==> src/rtl/servo_slew_ctrl.sv <==
// APB3-controlled two-axis servo pulse-width slew controller.
// Each axis ramps its current width toward a clamped target by STEP per PWM frame.
module servo_slew_ctrl #(
  parameter int unsigned MIN_W    = 40000,
  parameter int unsigned MAX_W    = 80000,
  parameter int unsigned CENTER_W = 60000
) (
  input  logic        PCLK,
  input  logic        PRESERN,
  input  logic        PSEL,
  input  logic        PENABLE,
  input  logic        PWRITE,
  input  logic [31:0] PADDR,
  input  logic [31:0] PWDATA,
  output logic        PREADY,
  output logic        PSLVERR,
  output logic [31:0] PRDATA,
  input  logic        period_start,
  output logic [19:0] x_width,
  output logic [19:0] y_width,
  output logic        irq
);

  localparam int unsigned W   = 20;
  localparam int unsigned DW1 = W + 1;
  localparam int unsigned SW  = 16;
  localparam int unsigned BW  = 32;

  typedef enum logic {IDLE = 1'b0, MOVING = 1'b1} axis_state_e;

  logic [W-1:0]  x_tgt, y_tgt, x_cur, y_cur;
  logic [SW-1:0] step;
  logic          enable, irq_en, irq_pending;

  logic [2:0]    addr;
  logic          wr_en, wr_ok;
  axis_state_e   x_state, y_state;
  logic          x_moving, y_moving, any_moving, upd;
  logic [W-1:0]  x_cur_nxt, y_cur_nxt;
  logic          irq_set, irq_clr, pending_nxt, irq_en_nxt;
  logic          unused_bits;

  assign unused_bits = ^{PADDR[31:5], PADDR[1:0], PWDATA[31:W]};

  function automatic logic [W-1:0] clamp_w(input logic [W-1:0] v);
    if (v < W'(MIN_W))      return W'(MIN_W);
    else if (v > W'(MAX_W)) return W'(MAX_W);
    else                    return v;
  endfunction

  // One slew step toward target; signed difference is one bit wider so it never wraps.
  function automatic logic [W-1:0] slew(input logic [W-1:0] cur,
                                        input logic [W-1:0] tgt,
                                        input logic [SW-1:0] stp);
    logic signed [DW1-1:0] diff;
    logic [DW1-1:0]        mag;
    diff = $signed({1'b0, tgt}) - $signed({1'b0, cur});
    mag  = diff[DW1-1] ? DW1'(-diff) : DW1'(diff);
    if (stp == '0 || mag <= DW1'(stp)) return tgt;
    else if (diff[DW1-1])              return cur - W'(stp);
    else                               return cur + W'(stp);
  endfunction

  assign addr  = PADDR[4:2];
  assign wr_en = PSEL & PENABLE & PWRITE;
  assign wr_ok = wr_en & ~addr[2];

  assign x_state    = (x_cur != x_tgt) ? MOVING : IDLE;
  assign y_state    = (y_cur != y_tgt) ? MOVING : IDLE;
  assign x_moving   = (x_state == MOVING);
  assign y_moving   = (y_state == MOVING);
  assign any_moving = x_moving | y_moving;
  assign upd        = period_start & enable;

  // Slew uses the registered (old) targets, so a same-cycle target write waits a frame.
  assign x_cur_nxt = (upd && x_moving) ? slew(x_cur, x_tgt, step) : x_cur;
  assign y_cur_nxt = (upd && y_moving) ? slew(y_cur, y_tgt, step) : y_cur;

  assign irq_set     = upd & any_moving & (x_cur_nxt == x_tgt) & (y_cur_nxt == y_tgt);
  assign irq_clr     = wr_ok & (addr == 3'd3) & PWDATA[2];
  assign pending_nxt = irq_set | (irq_pending & ~irq_clr);
  assign irq_en_nxt  = (wr_ok && addr == 3'd3) ? PWDATA[1] : irq_en;

  always_ff @(posedge PCLK or negedge PRESERN) begin
    if (!PRESERN) begin
      x_tgt       <= W'(CENTER_W);
      y_tgt       <= W'(CENTER_W);
      x_cur       <= W'(CENTER_W);
      y_cur       <= W'(CENTER_W);
      step        <= '0;
      enable      <= 1'b0;
      irq_en      <= 1'b0;
      irq_pending <= 1'b0;
      irq         <= 1'b0;
    end else begin
      x_cur       <= x_cur_nxt;
      y_cur       <= y_cur_nxt;
      irq_pending <= pending_nxt;
      irq_en      <= irq_en_nxt;
      irq         <= pending_nxt & irq_en_nxt;
      if (wr_ok) begin
        case (addr)
          3'd0:    x_tgt  <= clamp_w(PWDATA[W-1:0]);
          3'd1:    y_tgt  <= clamp_w(PWDATA[W-1:0]);
          3'd2:    step   <= PWDATA[SW-1:0];
          3'd3:    enable <= PWDATA[0];
          default: ;
        endcase
      end
    end
  end

  // Combinational read mux and error response.
  always_comb begin
    PRDATA = '0;
    if (PSEL) begin
      case (addr)
        3'd0:    PRDATA = BW'(x_tgt);
        3'd1:    PRDATA = BW'(y_tgt);
        3'd2:    PRDATA = BW'(step);
        3'd3:    PRDATA = BW'({irq_en, enable});
        3'd4:    PRDATA = BW'({irq_pending, y_moving, x_moving});
        3'd5:    PRDATA = BW'(x_cur);
        3'd6:    PRDATA = BW'(y_cur);
        default: PRDATA = '0;
      endcase
    end
  end

  assign PSLVERR = PSEL & PENABLE & (PWRITE ? addr[2] : (addr == 3'd7));
  assign PREADY  = 1'b1;
  assign x_width = x_cur;
  assign y_width = y_cur;

endmodule

==> config.mk <==
export PLATFORM = sky130hd
export DESIGN_NAME = servo_slew_ctrl
export DESIGN_NICKNAME = d
export VERILOG_FILES = /design/src/rtl/servo_slew_ctrl.sv
export SDC_FILE = /design/constraint.sdc
export NUM_CORES = 1
export LEC_CHECK = 0
export ABC_AREA = 1
export CELL_PAD_IN_SITES_DETAIL_PLACEMENT = 1
export CELL_PAD_IN_SITES_GLOBAL_PLACEMENT = 1
export CORE_MARGIN = 2
export CORE_UTILIZATION = 37
export CTS_CLUSTER_DIAMETER = 80
export CTS_CLUSTER_SIZE = 20
export DETAILED_ROUTE_END_ITERATION = 10
export GPL_TIMING_DRIVEN = 0
export PLACE_DENSITY_LB_ADDON = 0.25
export SYNTH_ARGS = -nofsm -noshare
export SYNTH_HDL_FRONTEND = slang
export SYNTH_SLANG_ARGS = --single-unit
==> constraint.sdc <==
create_clock -name PCLK -period 4.9 [get_ports PCLK]
set_input_delay 0.735 -clock PCLK [delete_from_list [all_inputs] [get_ports PCLK]]
set_output_delay 0.735 -clock PCLK [all_outputs]
set_load 0.03 [all_outputs]
==> reports/metrics.csv <==
stage,metric,value,unit
outcome,outcome,"finished, violations left",
outcome,violations,setup timing,
critical_path,crit_top_cell,nand2_2,
logic_synthesis,ys_ff_latch,100,
final_layout,most-common-layout-cells,"nand2_1, inv_1, nand3_1",
critical_path,cp-end-kind,flip-flop,
die,die_y,195,um
min_path,min_path_type,in -> async,
timing,fin_skew,0.00957,ns
critical_path,start_kind,flip-flop,
detailed_routing,first_iter_violations,1271,
critical_path,worstPathArrival,5.80,ns
timing,setup_violations,4,
critical_path,max_stage_delay,0.57,ns
critical_path,criticalPathCategory,reg -> reg,
critical_path,reg2reg_from,x_width[15],
timing,final.setup.worst_slack,-0.609,ns
grt,gr-total-overflow,0,
logic_synthesis,synth.area.top_cells,"nand2_1, dfrtp_1, ha_1",
grt,antenna_found_initial,0,
detailed_routing,ant_nets,0,
detailed_routing,wl,67.2,mm
place,gp_congestion,1.00,
die,pin_count,145,
logic_synthesis,synthAdderAreaFrac,11.0,%
final_layout,area_delta_synth_final,34.5,%
logic_synthesis,yosys_warnings,0,
clock_tree,clk_path_buf_depth,2,
grt,grt_max_degree,69,
logic_synthesis,synth_edf_count,0,
place,dp_worst_setup_slack,-1.80,ns
detailed_routing,avgRoutedWirePerCell,22.6,um
detailed_routing,first_pass_iters,6,
critical_path,timing.rr.end,irq,
clock_tree,cts_root_buf,clkbuf_16,
critical_path,reg2reg_depth,36,
logic_synthesis,synth_area,13500,sq um
clock_tree,clock_sinks,100,
place,portBuffers,90,
logic_synthesis,synth.top_cell.area_share,20.2,%
die,initial_core_util,37.2,%
clock_tree,cts_tree,done,
logic_synthesis,synth_simple_gate_area_share,40.2,%
timing,period_needed,5.51,ns
die,die_w,195,um
logic_synthesis,synth_top_family_by_area,simple AND/OR/NAND/NOR gates,
timing,tightest_slew,0.946,ns
die,die_area,38100,sq um
logic_synthesis,synthCells,2256,
final_layout,n_antenna_cell,0,
grt,grt_pass1_wl,100,mm
logic_synthesis,synthMuxAreaShare,0,%
logic_synthesis,synth_xor_area_share,4.92,%
logic_synthesis,synthFlopType,dfrtp_1,
critical_path,cp_max_fo,7,
logic_synthesis,synthArstFlopShare,100,%
critical_path,crit_end,irq,
clock_tree,cts-buffers-inserted,9,
final_layout,multiInputGateArea,11000,sq um
timing,maxSlewViolCount,0,
detailed_routing,vias,16707,
detailed_routing,avgViaCountPerCell,5.63,
detailed_routing,drc,0,
clock_tree,clock_latency,0.37,ns
final_layout,final.fill_count,4796,
run,cap_violations,0,
final_layout,drive_gt1_share,24.2,%
place,dp.final_hpwl,52.3,mm
timing,rsz0062_at_grt,yes,
clock_tree,cts_max_level,3,
clock_tree,holdBufCountCts,0,
grt,grt_usage,34.3,%
timing,slew_headroom,36.9,%
logic_synthesis,synth_compound_area_share,13.4,%
timing,hold_viol,0,
critical_path,rrSetupSlack,-0.61,ns
timing,timing.setup.tns,-1.64,ns
die,core_area,36300,sq um
logic_synthesis,synth_cell_types,53,
final_layout,fin_nets,2683,
timing,fmax,0.182,GHz
final_layout,regArea,2560,sq um
critical_path,crit_required,5.19,ns
die,core.rowCount,70,
clock_tree,path_clk_slew,0.08,ns
critical_path,crit_start,x_width[15],
logic_synthesis,seq_area_frac_synth,18.8,%
timing,fin_crit_sh,112,%
critical_path,crit_slowest_cell,dfstp_2,
final_layout,final_common_cell,nand2_1,
grt,grt_pass1_vias,17466,
logic_synthesis,syn_avg_cell_area,6.00,sq um
logic_synthesis,synth_top_area_cell,nand2_1,
==> worst min path at each step <==
stage | from | depth (start not counted) | end
final | PRESERN | 1 | y_tgt[17]
after global routing | PRESERN | 1 | y_tgt[18]
after CTS | PRESERN | 1 | y_tgt[17]
after detailed placement | enable | 2 | enable
after global placement | step[1] | 2 | step[1]
after floorplan | PRESERN | 0 | enable
==> final cells by class <==
cell class / instances / area share (%)
Multi-Input combinational cell: 1775 / 60.3
Sequential cell: 100 / 14.1
Timing Repair Buffer: 219 / 11.4
Inverter: 326 / 6.82
Tap cell: 468 / 3.22
Buffer: 65 / 2.43
Clock buffer: 11 / 1.33
Clock inverter: 5 / 0.412
==> synthesized netlist by cell type (5+ instances only) <==
cell type and instances:
o21bai_1 5, ha_1 113, nor2_1 156, nand4_1 31, nor2_2 11, nor3_1 22
a21oi_1 104, a221oi_1 13, buf_6 5, clkbuf_1 31, xor2_1 54, nand2_2 32
buf_1 5, inv_2 8, inv_1 317, nand3_1 219, nand3b_1 20, o22ai_1 26
nor2_4 6, a31oi_1 6, buf_2 11, o21ai_0 124, nand3_2 9, a211oi_1 8
dfstp_2 28, xnor2_1 22, buf_4 14, dfrtp_1 72, o211ai_1 11, nand2_1 727
==> state kept, by name, summed over array words and instances, names as in the netlist <==
signal and count:
x_tgt 20, irq_pending 1, y_tgt 20, y_width 20, x_width 20, enable 1, irq_en 1, irq 1
step 16
==> cell families after synthesis <==
logic type | Yosys count
adders and majority gates | 117
buffers and inverters | 392
xor gates and xnor gates | 76
AOI/OAI and AO/OA | 319
other | 2
DFF | 100
and+or+nand+nor | 1250
==> what timing repair did <==
item | 4_1_cts | 5_1_grt
pin swaps | 103 | 77
endpoints found under the setup margin | 42 | 26
setup buffers | 105 | 24
resized for setup | 348 | 140
cloned | 5 | 2
==> routing by layer <==
layer / up-vias / GRT usage [%] / share of wire, %
met5: - / 0 / 0
met4: 0 / 19.7 / 6.2
met3: 175 / 4.21 / 5.6
met2: 607 / 57.8 / 47
met1: 8144 / 42.3 / 41
li1: 7781 / - / -
==> stage by stage <==
| stage | cells | area [sq um] | util [%] | hold WS (ns) |
|---|---|---|---|---|
| CTS | 2945 | 17500 | 48.0 | 0.345 |
| global placement | 2825 | 15100 | 41.5 | 0.476 |
| detailed placement | 2826 | 15100 | 41.5 | 0.520 |
| finish | 2969 | 18200 | 50.1 | 0.337 |
| global route | 2969 | 18200 | 50.1 | 0.367 |
| floorplan | 2267 | 13600 | - | 0.439 |
==> critical path, delay by kind of cell (launching register included) <==
family                   cells  cell delay [ns]
buffers and inverters        7             1.15
AO/OA/AOI/OAI                4             0.70
XOR/XNOR                     1             0.21
flip-flops                   1             0.57
adder cells (fa/ha/maj)      2             0.57
AND/OR/NAND/NOR             22             2.23
Power is left out: the tool's default activity adds up to more than one toggle a clock period on the data nets, which glitch-free logic cannot reach.
